<file path="src/rtl/proj_pkg.sv">
// Shared project constants and types for the nucleotide datapath.
package proj_pkg;

    // Bits per nucleotide as consumed by the k-mer buffer.
    localparam int KMER_BUFFER_BITS = 2;

    // Serializer defaults: nucleotides per packed word and length-field width.
    localparam int NUC_WORD_NUCS    = 16;
    localparam int NUC_SEQ_LEN_BITS = 16;

    typedef enum logic [1:0] {
        SER_IDLE  = 2'd0,
        SER_FETCH = 2'd1,
        SER_EMIT  = 2'd2
    } ser_state_e;

endpackage

</file>
<file path="src/rtl/proj_nuc_serializer.sv">
// Nucleotide serializer: unpacks WORD_NUCS-nucleotide words into a
// one-nucleotide-per-beat stream.
// - Each sequence is framed by a start_over pulse.
// - Each sequence is terminated by a seq_done pulse after exactly seq_len beats.
// Optional build macro PROJ_NUC_SER_MSB_FIRST_EN: nucleotide 0 is taken from
// the top DATA_BITS of the word instead of the bottom.
module proj_nuc_serializer
    import proj_pkg::*;
#(
    parameter int DATA_BITS = KMER_BUFFER_BITS,
    parameter int WORD_NUCS = NUC_WORD_NUCS,
    parameter int LEN_BITS  = NUC_SEQ_LEN_BITS,
    parameter int WORD_BITS = WORD_NUCS * DATA_BITS
) (
    input  logic                 clk,
    input  logic                 rst_n,
    input  logic                 seq_start,
    input  logic [LEN_BITS-1:0]  seq_len,
    input  logic                 flush,
    input  logic [WORD_BITS-1:0] in_word,
    input  logic                 in_valid,
    output logic                 in_ready,
    output logic [DATA_BITS-1:0] out_nuc,
    output logic                 out_valid,
    input  logic                 out_ready,
    output logic                 start_over,
    output logic                 seq_done,
    output logic                 busy
);

    localparam int                IDX_W    = $clog2(WORD_NUCS);
    localparam logic [IDX_W-1:0]  LAST_IDX = IDX_W'(WORD_NUCS - 1);
    localparam logic [LEN_BITS-1:0] REM_ONE = LEN_BITS'(1);

    // Selects nucleotide idx from a packed word according to the packing order.
    function automatic logic [DATA_BITS-1:0] nuc_at(input logic [WORD_BITS-1:0] word,
                                                    input logic [IDX_W-1:0]     idx);
`ifdef PROJ_NUC_SER_MSB_FIRST_EN
        nuc_at = word[WORD_BITS - 1 - int'(idx) * DATA_BITS -: DATA_BITS];
`else
        nuc_at = word[int'(idx) * DATA_BITS +: DATA_BITS];
`endif
    endfunction

    ser_state_e             state_q;
    logic [LEN_BITS-1:0]    remaining_q;
    logic [IDX_W-1:0]       nuc_idx_q;
    logic [WORD_BITS-1:0]   shift_q;
    logic [DATA_BITS-1:0]   out_nuc_q;
    logic                   out_valid_q;
    logic                   start_over_q;
    logic                   seq_done_q;

    logic                   beat_s;
    logic                   last_of_word_s;
    logic                   more_left_s;
    logic                   in_ready_s;
    logic [IDX_W-1:0]       nuc_idx_d;
    logic [DATA_BITS-1:0]   next_nuc_d;

    // Beat detection, next-slot lookahead and the word-accept handshake.
    always_comb begin
        beat_s         = out_valid_q & out_ready;
        last_of_word_s = (nuc_idx_q == LAST_IDX);
        more_left_s    = (remaining_q > REM_ONE);
        nuc_idx_d      = nuc_idx_q + IDX_W'(1);
        next_nuc_d     = nuc_at(shift_q, nuc_idx_d);
        in_ready_s     = 1'b0;
        if (flush) begin
            in_ready_s = 1'b0;
        end else begin
            case (state_q)
                SER_FETCH: in_ready_s = 1'b1;
                // Reload only on the final beat of a word when more nucleotides are owed.
                SER_EMIT:  in_ready_s = beat_s & last_of_word_s & more_left_s;
                default:   in_ready_s = 1'b0;
            endcase
        end
    end

    // Sequencing FSM with registered stream outputs and framing pulses.
    always_ff @(posedge clk or negedge rst_n) begin
        if (!rst_n) begin
            state_q      <= SER_IDLE;
            remaining_q  <= '0;
            nuc_idx_q    <= '0;
            shift_q      <= '0;
            out_nuc_q    <= '0;
            out_valid_q  <= 1'b0;
            start_over_q <= 1'b0;
            seq_done_q   <= 1'b0;
        end else if (flush) begin
            state_q      <= SER_IDLE;
            remaining_q  <= '0;
            nuc_idx_q    <= '0;
            out_valid_q  <= 1'b0;
            start_over_q <= 1'b0;
            seq_done_q   <= 1'b0;
        end else begin
            start_over_q <= 1'b0;
            seq_done_q   <= 1'b0;
            case (state_q)
                SER_IDLE: begin
                    if (seq_start) begin
                        if (seq_len != '0) begin
                            remaining_q  <= seq_len;
                            start_over_q <= 1'b1;
                            state_q      <= SER_FETCH;
                        end else begin
                            // Empty sequence: terminate without framing a start.
                            seq_done_q <= 1'b1;
                        end
                    end
                end
                SER_FETCH: begin
                    if (in_valid) begin
                        shift_q     <= in_word;
                        nuc_idx_q   <= '0;
                        out_nuc_q   <= nuc_at(in_word, IDX_W'(0));
                        out_valid_q <= 1'b1;
                        state_q     <= SER_EMIT;
                    end
                end
                SER_EMIT: begin
                    if (beat_s) begin
                        if (!more_left_s) begin
                            // Last nucleotide of the sequence; any tail of the word is dropped.
                            remaining_q <= '0;
                            seq_done_q  <= 1'b1;
                            out_valid_q <= 1'b0;
                            state_q     <= SER_IDLE;
                        end else begin
                            remaining_q <= remaining_q - REM_ONE;
                            if (!last_of_word_s) begin
                                nuc_idx_q <= nuc_idx_d;
                                out_nuc_q <= next_nuc_d;
                            end else if (in_valid) begin
                                shift_q   <= in_word;
                                nuc_idx_q <= '0;
                                out_nuc_q <= nuc_at(in_word, IDX_W'(0));
                            end else begin
                                out_valid_q <= 1'b0;
                                state_q     <= SER_FETCH;
                            end
                        end
                    end
                end
                default: begin
                    state_q     <= SER_IDLE;
                    out_valid_q <= 1'b0;
                end
            endcase
        end
    end

    assign in_ready   = in_ready_s;
    assign out_nuc    = out_nuc_q;
    assign out_valid  = out_valid_q;
    assign start_over = start_over_q;
    assign seq_done   = seq_done_q;
    assign busy       = (state_q != SER_IDLE);

endmodule
</file>
<file path="config.mk">
export PLATFORM = sky130hd
export DESIGN_NAME = proj_nuc_serializer
export DESIGN_NICKNAME = d
export VERILOG_FILES = /design/src/rtl/proj_pkg.sv /design/src/rtl/proj_nuc_serializer.sv
export SDC_FILE = /design/constraint.sdc
export NUM_CORES = 1
export LEC_CHECK = 0
export CAP_MARGIN = 5
export CORE_ASPECT_RATIO = 0.5
export CORE_MARGIN = 3
export CORE_UTILIZATION = 35
export CTS_BUF_LIST = sky130_fd_sc_hd__clkbuf_8
export DETAILED_ROUTE_END_ITERATION = 8
export PLACE_DENSITY_LB_ADDON = 0.15
export SLEW_MARGIN = 20
export SYNTH_ARGS = -nofsm -noshare
export SYNTH_HDL_FRONTEND = slang
export SYNTH_SLANG_ARGS = --single-unit
</file>
<file path="constraint.sdc">
create_clock -name clk -period 2.3 [get_ports clk]
set_input_delay 0.575 -clock clk [delete_from_list [all_inputs] [get_ports clk]]
set_output_delay 0.575 -clock clk [all_outputs]
set_load 0.01 [all_outputs]
</file>
# After elaboration in Yosys (flattened, before gate mapping)
# Index checks and enable logic that the tools add are counted.
[op_classes]
magnitude_cmp = 1
n_eq_ne = 14
n_mux = 50
add_sub_neg = 2
shifts = 1
reduce_logical = 12
bitwise_logic = 4
[op_table]
columns = ["operator", "count"]
rows = [
  ["$mux W32", 4],
  ["$mux W16", 5],
  ["$pmux W32 S2", 1],
  ["$pmux W16 S2", 1],
  ["$shiftx A32 B6 Y2", 1],
  ["$mux W2", 12],
  ["$mux W4", 5],
  ["$gt A16 B1 Y1 const B", 1],
  ["$mux W1", 16],
  ["$reduce_bool A16 Y1", 1],
  ["$sub A16 B1 Y16 const B", 1],
  ["$ne A3 B3 Y1 const B", 5],
  ["$reduce_and A5 Y1", 2],
  ["$ne A2 B2 Y1 const B", 4],
  ["$ne A4 B4 Y1 const B", 2],
  ["$pmux W4 S2", 1],
  ["$reduce_and A4 Y1", 2],
  ["$pmux W2 S3", 1],
  ["$reduce_and A6 Y1", 1],
  ["$reduce_bool A3 Y1", 2],
  ["$add A4 B1 Y4 const B", 1],
  ["$eq A4 B4 Y1 const B", 1],
  ["$pmux W1 S2", 2],
  ["$pmux W2 S2", 1],
  ["8 further kinds", 11],
]
[word_totals]
inputBits = 54
register_bits = 59
word_cells = 92
output_inout_bits = 7

# Longest topological paths before layout
[depth]
depth_word = 6
ltp_mapped = 9

# Least setup slack after synthesis
# Ideal clock, no wire load.
[synth_timing]
kind = "register to register"
from = "register nuc_idx_q[1]"
to = "register out_nuc_q[0], in the netlist out_nuc[0]"
path_stages_with_launch = 7
t_arrival_ns = 2.192
n_path_buf = 1
synth_period_minus_slack_ns = 2.315
t_required_ns = 2.177
slack_ns = -0.015
setup_time_ns = 0.123
cell_sequence = "dfrtp_1 > ha_1 > clkbuf_1 > mux4_2 > mux2_2 > a211o_1 > o221a_2"
[synth_between]
elab_chain_len = 6
word_cells_on_any_way = 7
cone_classes = "1 x add/sub; 1 x eq/ne; 1 x shift; 4 x mux"
[synth_rtl]
columns = ["element", "line_no", "text"]
rows = [
  ["start, declared", "proj_nuc_serializer.sv:47", "logic [IDX_W-1:0] nuc_idx_q;"],
  ["start signal, assigned", "proj_nuc_serializer.sv:135", "nuc_idx_q <= nuc_idx_d;"],
  ["$add A4 B1 Y4", "proj_nuc_serializer.sv:66", "nuc_idx_d = nuc_idx_q + IDX_W'(1);"],
  ["$shiftx A32 B6 Y2", "proj_nuc_serializer.sv:41", "nuc_at = word[int'(idx) * DATA_BITS +: DATA_BITS];"],
  ["$mux W2 *", "proj_nuc_serializer.sv:134", "if (!last_of_word_s) begin"],
  ["$mux W2 *", "proj_nuc_serializer.sv:126", "if (!more_left_s) begin"],
  ["$mux W2 *", "proj_nuc_serializer.sv:125", "if (beat_s) begin"],
  ["$pmux W2 S2 *", "proj_nuc_serializer.sv:102", "case (state_q)"],
  ["end signal, assigned", "proj_nuc_serializer.sv:119", "out_nuc_q <= nuc_at(in_word, IDX_W'(0));"],
  ["end signal, assigned", "proj_nuc_serializer.sv:136", "out_nuc_q <= next_nuc_d;"],
  ["end signal, assigned", "proj_nuc_serializer.sv:140", "out_nuc_q <= nuc_at(in_word, IDX_W'(0));"],
  ["end, declared", "proj_nuc_serializer.sv:49", "logic [DATA_BITS-1:0] out_nuc_q;"],
]
# Mark *: on every way between the ends. The rest lies on a longest branch, timed or not. The select of a mux whose other input is x is not followed.
# A chain may end at the register's enable or synchronous reset.

# Worst setup path after layout
[layout_timing]
from = "register remaining_q[0]"
to = "output port in_ready"
[layout_between]
elab_chain_len = 4
[layout_rtl]
columns = ["element", "line_no", "text"]
rows = [
  ["start, declared", "proj_nuc_serializer.sv:46", "logic [LEN_BITS-1:0] remaining_q;"],
  ["start signal, assigned", "proj_nuc_serializer.sv:106", "remaining_q <= seq_len;"],
  ["start signal, assigned", "proj_nuc_serializer.sv:133", "remaining_q <= remaining_q - REM_ONE;"],
  ["$gt A16 B1 Y1", "proj_nuc_serializer.sv:65", "more_left_s = (remaining_q > REM_ONE);"],
  ["$and A1 B1 Y1", "proj_nuc_serializer.sv:75", "SER_EMIT: in_ready_s = beat_s & last_of_word_s & more_left_s;"],
  ["$pmux W1 S2", "proj_nuc_serializer.sv:72", "case (state_q)"],
  ["$mux W1", "proj_nuc_serializer.sv:69", "if (flush) begin"],
  ["end, declared", "proj_nuc_serializer.sv:22", "output logic in_ready,"],
]
# Every way passes these cells.

==> metrics <==
status finished, violations left; failing checks setup timing; cts hold-fix bufs 0; arrival time at the worst endpoint 1.77 ns; CTS Root Buffer Type clkbuf_8; Area Growth Syn to Fin 46.2%; Synth top area share about 44%; Synth async-reset ratio 100%; Finished Layout Cells roughly 570; total CTS buffers 9; Cell Pwr Density between 1000 and 1500 mW/mm²; cell area after synthesis approximately 0.0034 mm²; layout cells sized above 1 between 30% and 40%; worst flop-to-flop path endpoint shift_q[18]$_DFFE_PN0P_; crit path kind flop to output port; Setup crit start kind flop; number of max-slew violations in the final report 0; global route overflow 0; Pre-antenna DRT Iters 5; count of different cell masters after synthesis between 50 and 60; Post-Syn Nets around 380; Met1 Wirelength between 4000 and 5000 µm; hold_ws 0.213 ns; Reg clk slew, reported paths roughly 0.07 ns; Die Ht ~75 µm; number of global-route vias before repair 3158; Die ar. 0.0109 mm²; TritonCTS sink count slightly below 60; initial core utilization roughly 37%; Ant. Diodes 0; number of synthesized flops with an enable pin 0; fin crit share 102%; Least-Margin Pin Slew between 0.4 and 0.5 ns; clock skew 0.0105 ns; Worst EP required roughly 1.7 ns; Vias/cell ~5.4; top_reg_cell synth dfrtp_1; metal2 WL ~4600 µm; GRT Resource Usage Total roughly a fifth; CTS tree done; synthesized area per cell between 10 and 15 µm²; Post-Synthesis Cells roughly 320; reg2reg path depth 9; WL final 9860 µm; CTS Buffer Depth 2; Die Width approximately 140 µm; port buffer count 60; met3 wire len between 600 and 700 µm; core area around 0.009 mm²; final setup violation count 1; synthesized flop and latch total between 50 and 60; CP endpoint kind output port; DR vias 3078; worst reg2reg path startpoint remaining_q[9]$_DFFE_PN0P_; Yosys top cell by area dfrtp_1; Max rail drop VDD 0.461 mV; reg2reg setup slack 0.06 ns; Hold Fails Final Rpt 0; DRT antenna net count 0; CP max FO 3; largest net degree at the start of global routing 60; drt wl/cell 17.4 µm; Final nets just over 500; largest cells by area after synthesis dfrtp_1, mux2_2, mux4_2; Pleak about 2.1 nW; RSZ-0062 raised after global routing yes; max-slew headroom at the worst pin 70.6%; later-pin clock latency in the skew report 0.35 ns; FILL cells between 700 and 800; htree depth 3; Initial DRC Count around 150; Placer Congestion 0.935; final worst slack -0.0420 ns; Ys Warns 0; global-route wire length before repair between 15000 and 20000 µm; Hold Path Class primary input to async pin; initial antenna violation count 0; Highest Signal Layer met4; Achievable Freq between 400 and 500 MHz; drt drc 0; register area share after synthesis roughly 44%; Detailed Place HPWL about 6700 µm; Cells after DPL roughly 540; Top Ports just over 60; Rows 24; Tmin final about 2.3 ns; max-cap violations 0
## critical path, cell delays in order, from the launching register on
cell      delay (ns)
dfrtp_2         0.45
inv_2           0.09
ha_4            0.14
nor2_2          0.05
nand3b_1        0.21
o21ai_2         0.17
nor2_1          0.06
nor2_1          0.09
nor2_1          0.04
buf_2           0.13
## worst max-delay path by stage
| stage | slack, ns | endpoint | startpoint |
|---|---|---|---|
| after floorplan | 0.004 | in_ready | remaining_q[0]$_DFFE_PN0P_ |
| after global placement | -0.41 | in_ready | out_ready |
| after detailed placement | -0.44 | in_ready | out_ready |
| after CTS | -0.09 | in_ready | remaining_q[0]$_DFFE_PN0P_ |
| after global routing | -0.17 | in_ready | remaining_q[0]$_DFFE_PN0P_ |
| final | -0.04 | in_ready | remaining_q[0]$_DFFE_PN0P_ |
## layout make-up
class	instances	area (µm²)	area share, %
clock inverter	6	57.6	1.17
multi-input combinational	233	1830	37.3
tap	117	146	2.99
timing repair buffer	130	1210	24.7
sequential	59	1480	30.1
inverter	12	45.0	0.919
clock buffer	10	138	2.81
## report_power, final
group | internal, W | switching [W] | leakage, nW
clock network | 0.000520 | 0.000426 | 0.101
registers | 0.00147 | 0.000271 | 0.741
logic | 0.00160 | 0.00146 | 1.27
total | 0.00359 | 0.00216 | 2.11
## what timing repair did
item,CTS,global route
cloned,0,4
pin swaps,3,9
setup buffers,4,6
gates resized for setup,14,11
setup endpoints to repair,3,36
## sequential cells by signal (all words and copies together), names as in the netlist
signal,flops
out_valid,1
out_nuc,2
nuc_idx_q,4
start_over,1
seq_done,1
state_q,2
shift_q,32
remaining_q,16
## synth_stat cells, types with 8 or more instances
cell type  count
nor3_1        11
nand3_1        8
mux2_2        31
clkbuf_1       9
mux4_2         8
inv_1         12
dfrtp_1       59
nand2_1       20
a22oi_1        9
nor4_1        10
nor2_1        35
a21oi_1       16
o21ai_0       19
## cell usage in the layout, fill, tap and decap left out, types with 2 or more instances in the layout
cell	netlist	routed
buf_4	0	62
dfrtp_1	59	58
clkdlybuf4s50_1	0	57
mux2_2	31	31
nor2_1	35	30
nand2_1	20	20
o21ai_0	19	19
a21oi_1	16	15
inv_1	12	12
nor3_1	11	11
clkbuf_8	0	10
a22oi_1	9	9
nor4_1	10	8
nand3_1	8	8
mux4_2	8	8
nor2_2	0	5
mux2i_1	4	4
ha_1	7	4
o21a_1	3	3
a22o_1	3	3
a211oi_1	4	3
mux2_1	3	3
a32o_1	3	3
clkbuf_16	0	3
buf_12	0	3
inv_2	0	2
nor4_2	0	2
nand4_1	2	2
a31oi_1	2	2
or3_1	2	2
o32ai_1	2	2
a31o_2	2	2
xor2_1	2	2
a211o_1	2	2
o221a_2	2	2
nor2b_1	2	2
ha_4	0	2
clkinvlp_4	0	2
buf_6	3	2
buf_2	1	2
## logic make-up after synthesis
family                     share of synthesized area (%)
muxes                                               18.0
AOI/OAI and AO/OA                                   15.8
xor gates and xnor gates                           0.522
and+or+nand+nor                                     15.5
buffers and inverters                               3.62
DFF                                                 44.0
adders and majority gates                           2.61
## stage by stage
stage / cell area (µm²) / setup WS [ns] / util [%] / power (W) / setup TNS (ns)
detailed placement: 4470 / -0.435 / 49.6 / 0.00444 / -2.51
global route: 4900 / -0.170 / 54.4 / 0.00616 / -0.191
floorplan: 3360 / 0.00356 / - / 0.00335 / 0
CTS: 4720 / -0.0942 / 52.4 / 0.00551 / -0.0942
global placement: 4470 / -0.411 / 49.6 / 0.00438 / -2.26
finish: 4900 / -0.0420 / 54.4 / 0.00575 / -0.0420
## per-layer routing
layer  up-vias  global-route usage, %
li1       1449                      -
met1      1497                   23.8
met2       117                   30.0
met3        15                   6.09
met4         0                   6.83
met5         -                      0
(Power assumes the default switching activity.)
